$ cat src/rtl/vga_if.sv
// VGA timing + colour bundle passed between the video pipeline stages.
// Fields: vcount/hcount[10:0], vsync/hsync, vblnk/hblnk, rgb[11:0].
interface vga_if;
  logic [10:0] vcount;
  logic [10:0] hcount;
  logic        vsync;
  logic        hsync;
  logic        vblnk;
  logic        hblnk;
  logic [11:0] rgb;

  modport in (
    input vcount, hcount,
    input vsync, hsync,
    input vblnk, hblnk,
    input rgb
  );

  modport out (
    output vcount, hcount,
    output vsync, hsync,
    output vblnk, hblnk,
    output rgb
  );
endinterface

$ cat src/rtl/draw_ball.sv
// Ball overlay stage: draws a square ball over the background stream and
// runs the ball motion FSM (per-frame move, bar bounce, left/right miss).
// Ports: clk65MHz, rst (async high), game_en, serve, in_if (vga_if.in),
//   out_if (vga_if.out, 1-cycle latency), ball_x/ball_y[10:0],
//   miss_left/miss_right (1-cycle registered pulses).
module draw_ball #(
  parameter int          BALL_SIZE    = 12,
  parameter int          X_INIT       = 506,
  parameter int          Y_INIT       = 378,
  parameter int          TOP_LIMIT    = 51,
  parameter int          BOTTOM_LIMIT = 717,
  parameter int          LEFT_LIMIT   = 0,
  parameter int          RIGHT_LIMIT  = 1023,
  parameter int          SPEED        = 4,
  parameter logic [11:0] BALL_COLOR   = 12'hfff
) (
  input  logic        clk65MHz,
  input  logic        rst,
  input  logic        game_en,
  input  logic        serve,
  vga_if.in           in_if,
  vga_if.out          out_if,
  output logic [10:0] ball_x,
  output logic [10:0] ball_y,
  output logic        miss_left,
  output logic        miss_right
);

  typedef enum logic [1:0] {
    IDLE,
    WAIT_SERVE,
    MOVE,
    MISS
  } state_t;

  localparam logic [11:0] BS  = 12'(BALL_SIZE);
  localparam logic [11:0] SP  = 12'(SPEED);
  localparam logic [11:0] TOP = 12'(TOP_LIMIT);
  localparam logic [11:0] BOT = 12'(BOTTOM_LIMIT);
  localparam logic [11:0] LFT = 12'(LEFT_LIMIT);
  localparam logic [11:0] RGT = 12'(RIGHT_LIMIT);
  localparam logic [10:0] XI  = 11'(X_INIT);
  localparam logic [10:0] YI  = 11'(Y_INIT);

  state_t state;
  logic   dir_x;   // 1 = moving right
  logic   dir_y;   // 1 = moving down
  logic   vblnk_prev;
  logic   tick;

  logic [11:0] x12, y12, hc12, vc12;
  logic        in_ball;
  logic        hit_l, hit_r, hit_t, hit_b;
  logic [10:0] nx, ny;

  assign tick = in_if.vblnk & ~vblnk_prev;

  // All geometry is done one bit wider so sums never wrap.
  assign x12  = {1'b0, ball_x};
  assign y12  = {1'b0, ball_y};
  assign hc12 = {1'b0, in_if.hcount};
  assign vc12 = {1'b0, in_if.vcount};

  assign in_ball = (state != IDLE)
                 & ~in_if.vblnk & ~in_if.hblnk
                 & (hc12 >= x12) & (hc12 < x12 + BS)
                 & (vc12 >= y12) & (vc12 < y12 + BS);

  assign hit_l = ~dir_x & (x12 < LFT + SP);
  assign hit_r =  dir_x & (x12 + BS + SP > RGT + 12'd1);
  assign hit_t = ~dir_y & (y12 < TOP + SP);
  assign hit_b =  dir_y & (y12 + BS + SP > BOT + 12'd1);

  // The plain step may underflow when a hit is pending; the clamp wins.
  always_comb begin
    nx = 11'(dir_x ? x12 + SP : x12 - SP);
    ny = 11'(dir_y ? y12 + SP : y12 - SP);
    if (hit_l)      nx = 11'(LFT);
    else if (hit_r) nx = 11'(RGT + 12'd1 - BS);
    if (hit_t)      ny = 11'(TOP);
    else if (hit_b) ny = 11'(BOT + 12'd1 - BS);
  end

  always_ff @(posedge clk65MHz or posedge rst) begin
    if (rst) begin
      state      <= IDLE;
      ball_x     <= XI;
      ball_y     <= YI;
      dir_x      <= 1'b1;
      dir_y      <= 1'b1;
      vblnk_prev <= 1'b0;
      miss_left  <= 1'b0;
      miss_right <= 1'b0;
    end else begin
      vblnk_prev <= in_if.vblnk;
      miss_left  <= 1'b0;
      miss_right <= 1'b0;
      if (!game_en) begin
        state  <= IDLE;
        ball_x <= XI;
        ball_y <= YI;
        dir_x  <= 1'b1;
        dir_y  <= 1'b1;
      end else begin
        unique case (state)
          IDLE: state <= WAIT_SERVE;
          WAIT_SERVE: if (serve) state <= MOVE;
          MOVE: if (tick) begin
            ball_x <= nx;
            ball_y <= ny;
            if (hit_t)      dir_y <= 1'b1;
            else if (hit_b) dir_y <= 1'b0;
            if (hit_l | hit_r) begin
              state      <= MISS;
              miss_left  <= hit_l;
              miss_right <= hit_r;
            end
          end
          // dir_x still points at the side that missed; serve away from it.
          MISS: if (tick) begin
            state  <= WAIT_SERVE;
            ball_x <= XI;
            ball_y <= YI;
            dir_x  <= ~dir_x;
            dir_y  <= 1'b1;
          end
        endcase
      end
    end
  end

  always_ff @(posedge clk65MHz or posedge rst) begin
    if (rst) begin
      out_if.vcount <= '0;
      out_if.hcount <= '0;
      out_if.vsync  <= 1'b0;
      out_if.hsync  <= 1'b0;
      out_if.vblnk  <= 1'b0;
      out_if.hblnk  <= 1'b0;
      out_if.rgb    <= '0;
    end else begin
      out_if.vcount <= in_if.vcount;
      out_if.hcount <= in_if.hcount;
      out_if.vsync  <= in_if.vsync;
      out_if.hsync  <= in_if.hsync;
      out_if.vblnk  <= in_if.vblnk;
      out_if.hblnk  <= in_if.hblnk;
      out_if.rgb    <= in_ball ? BALL_COLOR : in_if.rgb;
    end
  end

endmodule
$ cat src/flat_wrapper.sv
// flat-port wrapper written by rule: the top's interface ports become plain ports
module draw_ball_flat 
#(
  parameter int          BALL_SIZE    = 12,
  parameter int          X_INIT       = 506,
  parameter int          Y_INIT       = 378,
  parameter int          TOP_LIMIT    = 51,
  parameter int          BOTTOM_LIMIT = 717,
  parameter int          LEFT_LIMIT   = 0,
  parameter int          RIGHT_LIMIT  = 1023,
  parameter int          SPEED        = 4,
  parameter logic [11:0] BALL_COLOR   = 12'hfff
)
  (clk65MHz, rst, game_en, serve, ball_x, ball_y, miss_left, miss_right, in_if_vcount, in_if_hcount, in_if_vsync, in_if_hsync, in_if_vblnk, in_if_hblnk, in_if_rgb, out_if_vcount, out_if_hcount, out_if_vsync, out_if_hsync, out_if_vblnk, out_if_hblnk, out_if_rgb);
  vga_if in_if_i ();
  vga_if out_if_i ();
  input  logic clk65MHz;
  input  logic rst;
  input  logic game_en;
  input  logic serve;
  output logic [10:0] ball_x;
  output logic [10:0] ball_y;
  output logic miss_left;
  output logic miss_right;
  input wire logic [$bits(in_if_i.vcount)-1:0] in_if_vcount;
  input wire logic [$bits(in_if_i.hcount)-1:0] in_if_hcount;
  input wire logic [$bits(in_if_i.vsync)-1:0] in_if_vsync;
  input wire logic [$bits(in_if_i.hsync)-1:0] in_if_hsync;
  input wire logic [$bits(in_if_i.vblnk)-1:0] in_if_vblnk;
  input wire logic [$bits(in_if_i.hblnk)-1:0] in_if_hblnk;
  input wire logic [$bits(in_if_i.rgb)-1:0] in_if_rgb;
  output wire logic [$bits(out_if_i.vcount)-1:0] out_if_vcount;
  output wire logic [$bits(out_if_i.hcount)-1:0] out_if_hcount;
  output wire logic [$bits(out_if_i.vsync)-1:0] out_if_vsync;
  output wire logic [$bits(out_if_i.hsync)-1:0] out_if_hsync;
  output wire logic [$bits(out_if_i.vblnk)-1:0] out_if_vblnk;
  output wire logic [$bits(out_if_i.hblnk)-1:0] out_if_hblnk;
  output wire logic [$bits(out_if_i.rgb)-1:0] out_if_rgb;
  assign in_if_i.vcount = in_if_vcount;
  assign in_if_i.hcount = in_if_hcount;
  assign in_if_i.vsync = in_if_vsync;
  assign in_if_i.hsync = in_if_hsync;
  assign in_if_i.vblnk = in_if_vblnk;
  assign in_if_i.hblnk = in_if_hblnk;
  assign in_if_i.rgb = in_if_rgb;
  assign out_if_vcount = out_if_i.vcount;
  assign out_if_hcount = out_if_i.hcount;
  assign out_if_vsync = out_if_i.vsync;
  assign out_if_hsync = out_if_i.hsync;
  assign out_if_vblnk = out_if_i.vblnk;
  assign out_if_hblnk = out_if_i.hblnk;
  assign out_if_rgb = out_if_i.rgb;
  draw_ball #(.BALL_SIZE(BALL_SIZE), .X_INIT(X_INIT), .Y_INIT(Y_INIT), .TOP_LIMIT(TOP_LIMIT), .BOTTOM_LIMIT(BOTTOM_LIMIT), .LEFT_LIMIT(LEFT_LIMIT), .RIGHT_LIMIT(RIGHT_LIMIT), .SPEED(SPEED), .BALL_COLOR(BALL_COLOR)) u_core (.clk65MHz(clk65MHz), .rst(rst), .game_en(game_en), .serve(serve), .in_if(in_if_i), .out_if(out_if_i), .ball_x(ball_x), .ball_y(ball_y), .miss_left(miss_left), .miss_right(miss_right));
endmodule
$ cat config.mk
export PLATFORM = sky130hd
export DESIGN_NAME = draw_ball_flat
export DESIGN_NICKNAME = d
export VERILOG_FILES = /design/src/rtl/vga_if.sv /design/src/rtl/draw_ball.sv /design/src/flat_wrapper.sv
export SDC_FILE = /design/constraint.sdc
export NUM_CORES = 1
export LEC_CHECK = 0
export ABC_CLOCK_PERIOD_IN_PS = 5800
export BUFFER_PORTS_ARGS = -buffer_cell sky130_fd_sc_hd__buf_4
export CAP_MARGIN = 30
export CORE_MARGIN = 10
export CORE_UTILIZATION = 40
export DETAILED_ROUTE_END_ITERATION = 10
export GPL_TIMING_DRIVEN = 0
export REMOVE_ABC_BUFFERS = 1
export SETUP_SLACK_MARGIN = 0.3
export SKIP_CTS_REPAIR_TIMING = 1
export SLEW_MARGIN = 20
export SYNTH_ARGS = -nofsm -noshare
export SYNTH_HDL_FRONTEND = slang
export SYNTH_SLANG_ARGS = --single-unit
export TNS_END_PERCENT = 50
$ cat constraint.sdc
create_clock -name clk65MHz -period 5.8 [get_ports clk65MHz]
set_input_delay 0.87 -clock clk65MHz [delete_from_list [all_inputs] [get_ports clk65MHz]]
set_output_delay 0.87 -clock clk65MHz [all_outputs]
set_load 0.05 [all_outputs]
==> results of run 1 <==
worst max-delay path, stage by stage (launching register included):
cell and delay [ns]:
dfrtp_1 0.65, inv_1 0.27, ha_1 0.39, or4_1 0.61, xnor2_2 0.19, or4_1 0.53, o21a_1 0.14, o311ai_4 0.50
nand4b_1 0.29, o311ai_2 0.31
cell families (layout without fill, tap and decap cells):
family	after synthesis	in the layout	share of synthesized area (%)
AO/OA/AOI/OAI	152	152	22.8
other	1	1	0.0816
buffers and inverters	72	169	6.35
flip-flops	65	65	35.8
multiplexers	3	3	0.654
XOR/XNOR	23	23	4.55
adder cells (fa/ha/maj)	56	56	15.4
AND/OR/NAND/NOR	127	127	14.3
layer usage:
metal	global-route usage [%]	wire length [um]	vias up
met1	20.2	6060	1941
met2	24.0	5660	92
met5	0	0	-
li1	-	-	2004
met3	4.09	693	12
met4	4.76	168	0
power groups by stage:
stage	sequential (mW)	clock, mW	combinational, mW
3_5_place_dp	0.537	0	0.571
5_1_grt	0.535	0.660	0.639
3_3_place_gp	0.535	0	0.554
2_1_floorplan	0.611	0	0.325
4_1_cts	0.529	0.638	0.575
6_report	0.529	0.626	0.576
sequential cells by signal, summed over array words and instances, names as in the netlist:
name                  cells
u_core.out_if.rgb        12
u_core.ball_y            11
u_core.out_if.hcount     11
u_core.out_if.vcount     11
u_core.ball_x            10
u_core.state              2
u_core.dir_x              1
u_core.dir_y              1
u_core.miss_left          1
u_core.miss_right         1
u_core.out_if.hblnk       1
u_core.out_if.hsync       1
u_core.out_if.vsync       1
u_core.vblnk_prev         1
how the worst max path moves through the flow:
stage	from	to	slack, ns	depth (start not counted)
after floorplan	u_core.ball_y[2]	u_core.ball_y[10]	2.01	9
after global placement	in_if_hcount[1]	u_core.out_if.rgb[8]	1.85	10
after detailed placement	u_core.ball_y[2]	u_core.ball_y[10]	1.85	9
after CTS	u_core.ball_y[2]	u_core.ball_y[10]	1.83	9
after global routing	u_core.ball_y[2]	u_core.ball_y[10]	1.54	9
final	u_core.ball_y[2]	u_core.ball_y[10]	1.82	9
cell usage after synthesis, drive strengths merged, types with 14 or more instances:
| master | instances | area share [%] |
|---|---|---|
| inv | 48 | 3.9 |
| o31ai | 14 | 2.3 |
| dfrtp | 50 | 27 |
| o21ai | 38 | 4.1 |
| ha | 55 | 15 |
| nand2 | 27 | 2.2 |
| a21oi | 26 | 2.8 |
| xnor2 | 18 | 3.6 |
| o21a | 16 | 2.6 |
| dfstp | 15 | 8.6 |
| nor2 | 26 | 2.1 |
per-stage QoR:
| step | hold slack, ns | power, mW | worst slack [ns] | std cells |
|---|---|---|---|---|
| 2_1_floorplan | 0.541 | 0.937 | 2.01 | 475 |
| 3_3_place_gp | 0.557 | 1.09 | 1.85 | 720 |
| 3_5_place_dp | 0.564 | 1.11 | 1.85 | 722 |
| 4_1_cts | 0.501 | 1.74 | 1.83 | 738 |
| 5_1_grt | 0.507 | 1.83 | 1.54 | 739 |
| 6_report | 0.493 | 1.73 | 1.82 | 739 |
layout make-up:
type                    instances  area (um^2)  share of cell area, %
well taps                     143          179                   3.07
clock inverters                 7          119                   2.04
multi-input cells             362         2670                   45.8
repair buffers                105          808                   13.9
inverters                      48          183                   3.14
clock buffers                   9          225                   3.87
flip-flops and latches         65         1650                   28.2
==> impl_metrics.toml, run 1 <==
[outcome]
status = "complete, no violations"

[yosys]
synth_edf_count = 0
synth_async_sr_flop_share_pct = 100
synthCells = 499
syn_area_um2 = 4590
avgSynthCellArea_um2 = 9.20
synth_cell_types = 66
yosysSeqAreaShare_pct = 35.8
yosys_most_used_dff = "dfrtp_1"
synth_seq_cells = 65
synth.yosys.warnings = 0

[power]
worst_ir_drop_vdd_mv = 0.154
power_density_nw_per_um2 = 297
p_comb_share_pct = 33.3
leakagePower_nw = 2.73
p_int_mw = 1.13
p_sw_uw = 600
switching_share_pct = 34.7
clkPwrFrac_pct = 36.2
seq_power_share_pct = 30.6

[finish]
final_cell_mix = "buf_4, ha_1, dfrtp_1"
fin_nets = 689
drive_gt1_share_pct = 25.2
final_common_cell = "buf_4"
num-fill-cells = 1072
final_util_pct = 51.5
area_growth_pct = 26.8
fin_area_um2 = 5830
antenna_cells = 0

[global_routing]
antenna_found_initial = 0
grt_max_degree = 46
grt_first_pass_wirelength_um = 20600
overflow = 0
grt_pass1_vias = 4005
grt_usage_pct = 15.3

[route]
wl_per_cell_um = 17.0
ant_nets = 0
drt_wl_total_um = 12600
drt-initial-drc-count = 308
via_count = 4049
via_per_inst = 5.48
drc_errors = 0
drt_first_pass_iters = 4

[setup_path]
reg2reg_depth = 9
r2r_start = "u_core.ball_y[2]"
crit_required_ns = 6.04
critPathArrivalTime_ns = 4.22
path_class = "register to register"
critPathCaptureType = "register"
r2r_end = "u_core.ball_y[10]"
r2r_setup_slack_ns = 1.82
start_kind = "register"
path_max_fanout = 16

[min_path]
holdCritPathClass = "input pin to async pin"

[timing]
max_slew_margin_pct = 39.0
setup_viol = 0
slew_viol_final = 0
fin_crit_sh_pct = 68.7
rsz0062_at_grt = "no"
hold_viol_final = 0
setup_tns_ns = 0
max_freq_ghz = 0.251
min_period_ns = 3.98
tightest_slew_ns = 0.908
skew_ns = 0.00631

[clocking]
cts_max_level = 3
cts_root_buf = "clkbuf_16"
cts.sink_count = 65
cts_buffer_depth = 2
cts_buffers = 9
cts_tree = "built"
clock_latency_ns = 0.34
clk_pin_slew_worst_paths_ns = 0.06

[run]
maxCapViolations = 0

[die]
pin_count = 104
die-width_um = 127
core_um2 = 11300
die_area_um2 = 16200
rows = 39
die_h_um = 127
start_util_pct = 40.6

[place]
dpl-instance-area_um2 = 5470
gp_congestion = 0.874
dp.final_hpwl_um = 9770
portBuffers = 102
Power figures use the tool's default switching activity.
==> inputs of run 2 (changes only) <==
- ABC_AREA: not set -> 1
- ABC_CLOCK_PERIOD_IN_PS: 5800 -> 4100
- clock period: 5.8 -> 4.1 ns (I/O delays scaled with it)
==> run 2 against run 1 <==
Compared with the run above:
- clock power up 23%
- synthesized cell count up 24%
- die area up 1.8%
- worst hold slack worse by 0.29 ns
- first-iteration DRC count down 37%
- cell area up 1.4%
- fmax up 22%
- largest power group is now combinational logic
==> impl_metrics.toml, run 2 <==
[yosys]
synthMuxAreaShare_pct = 0
yosys.area_share.simple_pct = 29.1
synth_top_area_share_pct = 26.7
synth.yosys.warnings = 0
synthTopCellsByArea = "dfrtp_1, ha_1, nand2_1"
synth_common_cells = "nand2_1, inv_1, ha_1"
synth_edf_count = 0
synthCells = 621
yosys.area.top_type = "dfrtp_1"
synth_seq_cells = 65
synth_fa_ha_area_share_pct = 15.1
yosysMostFrequentCell = "nand2_1"
yosys_most_used_dff = "dfrtp_1"
synth_cell_types = 39
synth_top_family_by_area = "simple AND/OR/NAND/NOR gates"
synth_compound_area_share_pct = 9.39
syn_area_um2 = 4690
synth_async_sr_flop_share_pct = 100
synth_xor_area_share_pct = 2.80
yosysSeqAreaShare_pct = 35.1
avgSynthCellArea_um2 = 7.55

[route]
ant_nets = 0
wl_per_cell_um = 14.5
drt_first_pass_iters = 4
via_per_inst = 4.96
via_count = 4343
met3_length_um = 745
dr_wl_met2_um = 6200
drt-initial-drc-count = 194
met1Wirelength_um = 5480
drc_errors = 0
drt_wl_total_um = 12700
routed.top_layer = "met4"

[finish]
drive_gt1_share_pct = 23.6
largest_register = "u_core.out_if.rgb"
fin_nets = 825
final_common_cell = "nand2_1"
final_cell_mix = "nand2_1, buf_4, inv_1"
area_growth_pct = 25.9
fin_area_um2 = 5910
antenna_cells = 0
layout.cells.non_filler = 875
largest_register_ffs = 12

[setup_path]
start_kind = "register"
cpMostUsedCell = "nand2_1"
crit_required_ns = 4.36
critPathCaptureType = "register"
r2r_setup_slack_ns = 0.83
critPathMaxStageDelay_ns = 0.57
path_max_fanout = 12
path_buf_inv = 2
crit_chain = "inv_1, ha_1, inv_1, nand2_2, o21ai_2, nand2_2, ha_1, nand2_1, nor2_1, a211oi_1, o21ai_0, a21oi_1, a21oi_1, o21ai_0, nand2_1, nand2_1"
r2r_end = "u_core.out_if.rgb[7]"
r2r_start = "u_core.ball_y[3]"
crit_family = "compound AO/OA/AOI/OAI gates"
crit_slowest_cell = "dfstp_2"
reg2reg_depth = 16
critPathArrivalTime_ns = 3.54
path_class = "register to register"

[timing]
setup_viol = 0
max_slew_margin_pct = 64.4
setup_tns_ns = 0
min_period_ns = 3.27
rsz0062_at_grt = "no"
hold_viol_final = 0
tightest_slew_ns = 0.531
setup_ws_ns = 0.828
slew_viol_final = 0
fin_crit_sh_pct = 79.8
fin_hold_ws_ns = 0.201
max_freq_ghz = 0.306
skew_ns = 0.00720

[clocking]
cts.sink_count = 65
cts_root_buf = "clkbuf_16"
cts_tree = "built"
clk_pin_slew_worst_paths_ns = 0.06
cts_buffers = 9
cts_buffer_depth = 2
clock_latency_ns = 0.34
cts_max_level = 3

[die]
pin_count = 104
core_um2 = 11500
rows = 39
die_area_um2 = 16500
die_h_um = 128
start_util_pct = 40.9
die-width_um = 128

[place]
dp.cells = 859
gp_congestion = 0.872
place_ws_ns = 0.741
portBuffers = 102
dp.final_hpwl_um = 10200
dpl-instance-area_um2 = 5610

[power]
power_density_nw_per_um2 = 503
leakagePower_nw = 3.20
worst_ir_drop_vdd_mv = 0.243

[run]
maxCapViolations = 0

[global_routing]
grt_pass1_vias = 4419
overflow = 0
grt_usage_pct = 15.8
grt_max_degree = 53
grt_first_pass_wirelength_um = 21100
antenna_found_initial = 0

[outcome]
status = "complete, no violations"

[min_path]
holdCritPathClass = "input pin to async pin"
-- run 2: changes by cell type after synthesis, sizes merged, moves of 9 or more --
cell / before / now
nand2: 27 / 187
xnor2: 18 / 4
nor2: 26 / 58
o21a: 16 / 1
o21ai: 38 / 29
nand3: 12 / 43
o31ai: 14 / 0
a31oi: 9 / 0
inv: 48 / 90
clkbuf: 12 / 2
-- run 2: power breakdown --
group	internal [mW]	leakage (nW)	total (mW)	switching (mW)
combinational	0.474	2.29	1.38	0.902
clock	0.470	0.146	0.771	0.301
sequential	0.729	0.764	0.826	0.0973
total	1.67	3.20	2.97	1.30
-- run 2: through the flow --
stage,util (%),total power [mW]
2_1_floorplan,-,1.85
5_1_grt,51.5,3.22
3_5_place_dp,48.9,2.21
6_report,51.5,2.97
4_1_cts,51.5,3.01
3_3_place_gp,48.7,2.17
-- run 2: cells by family after synthesis --
logic type	Yosys count
AND/OR/NAND/NOR	309
buffers and inverters	99
AO/OA/AOI/OAI	76
flip-flops	65
adder cells (fa/ha/maj)	56
XOR/XNOR	15
other	1
-- run 2: per-layer routing --
layer	track usage, %	vias up
li1	-	2221
met1	18.1	1987
met2	26.8	118
met3	4.71	17
met4	6.16	0
met5	0	-
-- run 2: worst max path at each step --
| stage | from | to | slack, ns | cells past startpoint |
|---|---|---|---|---|
| after floorplan | u_core.ball_x[2] | u_core.out_if.rgb[0] | 1.22 | 16 |
| after global placement | u_core.ball_y[3] | u_core.out_if.rgb[2] | 0.84 | 16 |
| after detailed placement | u_core.ball_y[3] | u_core.out_if.rgb[7] | 0.74 | 16 |
| after CTS | u_core.ball_y[3] | u_core.out_if.rgb[7] | 0.72 | 16 |
| after global routing | u_core.ball_y[3] | u_core.out_if.rgb[10] | 0.44 | 16 |
| final | u_core.ball_y[3] | u_core.out_if.rgb[7] | 0.83 | 16 |
-- run 2: layout make-up --
class | instances | area (um^2)
Sequential cell | 65 | 1650
Clock inverter | 7 | 70.1
Tap cell | 143 | 179
Fill cell | 1109 | 5560
Clock buffer | 9 | 225
Timing Repair Buffer | 103 | 793
Inverter | 91 | 344
Multi-Input combinational cell | 457 | 2650
==> inputs of run 3 (changes only) <==
- ABC_CLOCK_PERIOD_IN_PS: 4100 -> 3400
- clock period: 4.1 -> 3.4 ns (I/O delays scaled with it)
==> run 3 against run 2 <==
Compared with the run above:
- register-to-register slack worse by 0.27 ns
- setup slack got worse by 0.27 ns
- non-clock buffer count increased by 8
- global-route usage unchanged
- critical path type unchanged
- largest cell class unchanged
- largest power group unchanged
==> impl_metrics.toml, run 3 (same netlist as run 2, synthesis figures left out) <==
[finish]
largest_register = "u_core.out_if.rgb"
antenna_cells = 0
largest_register_ffs = 12
area_growth_pct = 28.3
num-fill-cells = 1091
final_common_cell = "nand2_1"
drive_gt1_share_pct = 26.0
multiInputGateArea_um2 = 2690
final_cell_mix = "nand2_1, buf_4, inv_1"
fin_nets = 834
seq_area_um2 = 1650

[global_routing]
grt_pass1_vias = 4419
grt_usage_pct = 15.8
overflow = 0
grt_max_degree = 53
grt_first_pass_wirelength_um = 21100
antenna_found_initial = 0

[timing]
setup_tns_ns = 0
tightest_slew_ns = 0.530
slew_viol_final = 0
min_period_ns = 2.85
fin_crit_sh_pct = 83.7
skew_ns = 0.00754
rsz0062_at_grt = "no"
fin_hold_ws_ns = 0.0971
max_slew_margin_pct = 64.4
setup_viol = 0
hold_viol_final = 0
max_freq_ghz = 0.351

[clocking]
cts_root_buf = "clkbuf_16"
cts_max_level = 3
clk_pin_slew_worst_paths_ns = 0.06
cts.sink_count = 65
clock_latency_ns = 0.34
cts_buffers = 9
cts_tree = "built"
cts_buffer_depth = 2

[route]
drc_errors = 0
drt-initial-drc-count = 224
drt_wl_total_um = 12900
via_per_inst = 4.96
wl_per_cell_um = 14.6
via_count = 4385
ant_nets = 0
drt_first_pass_iters = 4

[place]
gp_congestion = 0.872
portBuffers = 102
dp.final_hpwl_um = 10200

[setup_path]
r2r_start = "u_core.ball_y[3]"
cpMostUsedCell = "nand2_2"
path_class = "register to register"
crit_chain = "clkinvlp_4, ha_2, inv_1, nand2_2, o21ai_2, nand2_2, ha_1, nand2_1, nor2_1, a211oi_2, o21ai_1, a21oi_1, a21oi_1, o21ai_2, nand2_2, nand2_1"
reg2reg_depth = 16
crit_required_ns = 3.68
r2r_end = "u_core.out_if.rgb[11]"
critPathArrivalTime_ns = 3.12
critPathMaxStageDelay_ns = 0.56
r2r_setup_slack_ns = 0.55
crit_slowest_cell = "dfstp_2"
crit_path_start = "u_core.ball_y[3]"
critPathCaptureType = "register"
crit_end = "u_core.out_if.rgb[11]"
start_kind = "register"
path_max_fanout = 6

[die]
pin_count = 104
core_um2 = 11500
die-width_um = 128
start_util_pct = 40.9
die_h_um = 128
die_area_um2 = 16500
rows = 39

[min_path]
holdCritPathClass = "input pin to async pin"

[power]
power_density_nw_per_um2 = 609
leakagePower_nw = 3.22
worst_ir_drop_vdd_mv = 0.294

[outcome]
status = "complete, no violations"

[run]
maxCapViolations = 0
[run 3: layout make-up]
class	instances	area share [%]
flip-flops and latches	65	27.4
multi-input cells	458	44.7
clock buffers	9	3.74
clock inverters	7	1.16
repair buffers	111	14.2
inverters	91	5.78
well taps	143	2.97
[run 3: how the worst min path moves through the flow]
stage	from	slack (ns)	endpoint	cells after the start
finish	rst	0.1	u_core.out_if.hcount[1]	2
global route	rst	0.1	u_core.out_if.hcount[1]	2
CTS	rst	0.09	u_core.out_if.hcount[1]	2
detailed placement	rst	0.46	u_core.out_if.hcount[2]	2
global placement	u_core.ball_x[1]	0.48	u_core.ball_x[1]	2
floorplan	u_core.dir_y	0.48	u_core.dir_y	2
[run 3: stage by stage]
step / utilization [%] / total power, mW / cell area (um^2) / std cells / worst slack, ns
after floorplan: - / 2.23 / 4640 / 613 / 0.521
after global placement: 48.7 / 2.62 / 5580 / 858 / 0.138
after detailed placement: 48.9 / 2.67 / 5610 / 859 / 0.0407
after CTS: 51.5 / 3.63 / 5910 / 875 / 0.0200
after global routing: 52.5 / 3.96 / 6020 / 884 / 0.299
final: 52.5 / 3.66 / 6020 / 884 / 0.553
[run 3: power by group]
group	leakage, nW	switching (mW)	internal [mW]
combinational	2.31	1.13	0.620
sequential	0.763	0.104	0.881
clock	0.146	0.366	0.567
total	3.22	1.60	2.07
[run 3: critical path: cells and delay by family (launching register included)]
family          cells  cell delay, ns
fa+ha+maj           2            0.55
flops               1            0.56
compound gates      6            0.86
simple gates        6            0.57
buf+inv             2            0.22
[run 3: per-layer routing]
layer  track usage, %  vias up  share of wire, %
li1                 -     2239                 -
met1             18.1     2032                43
met2             26.8       95                49
met3             4.71       19               5.5
met4             6.16        0               2.1
met5                0        -                 0
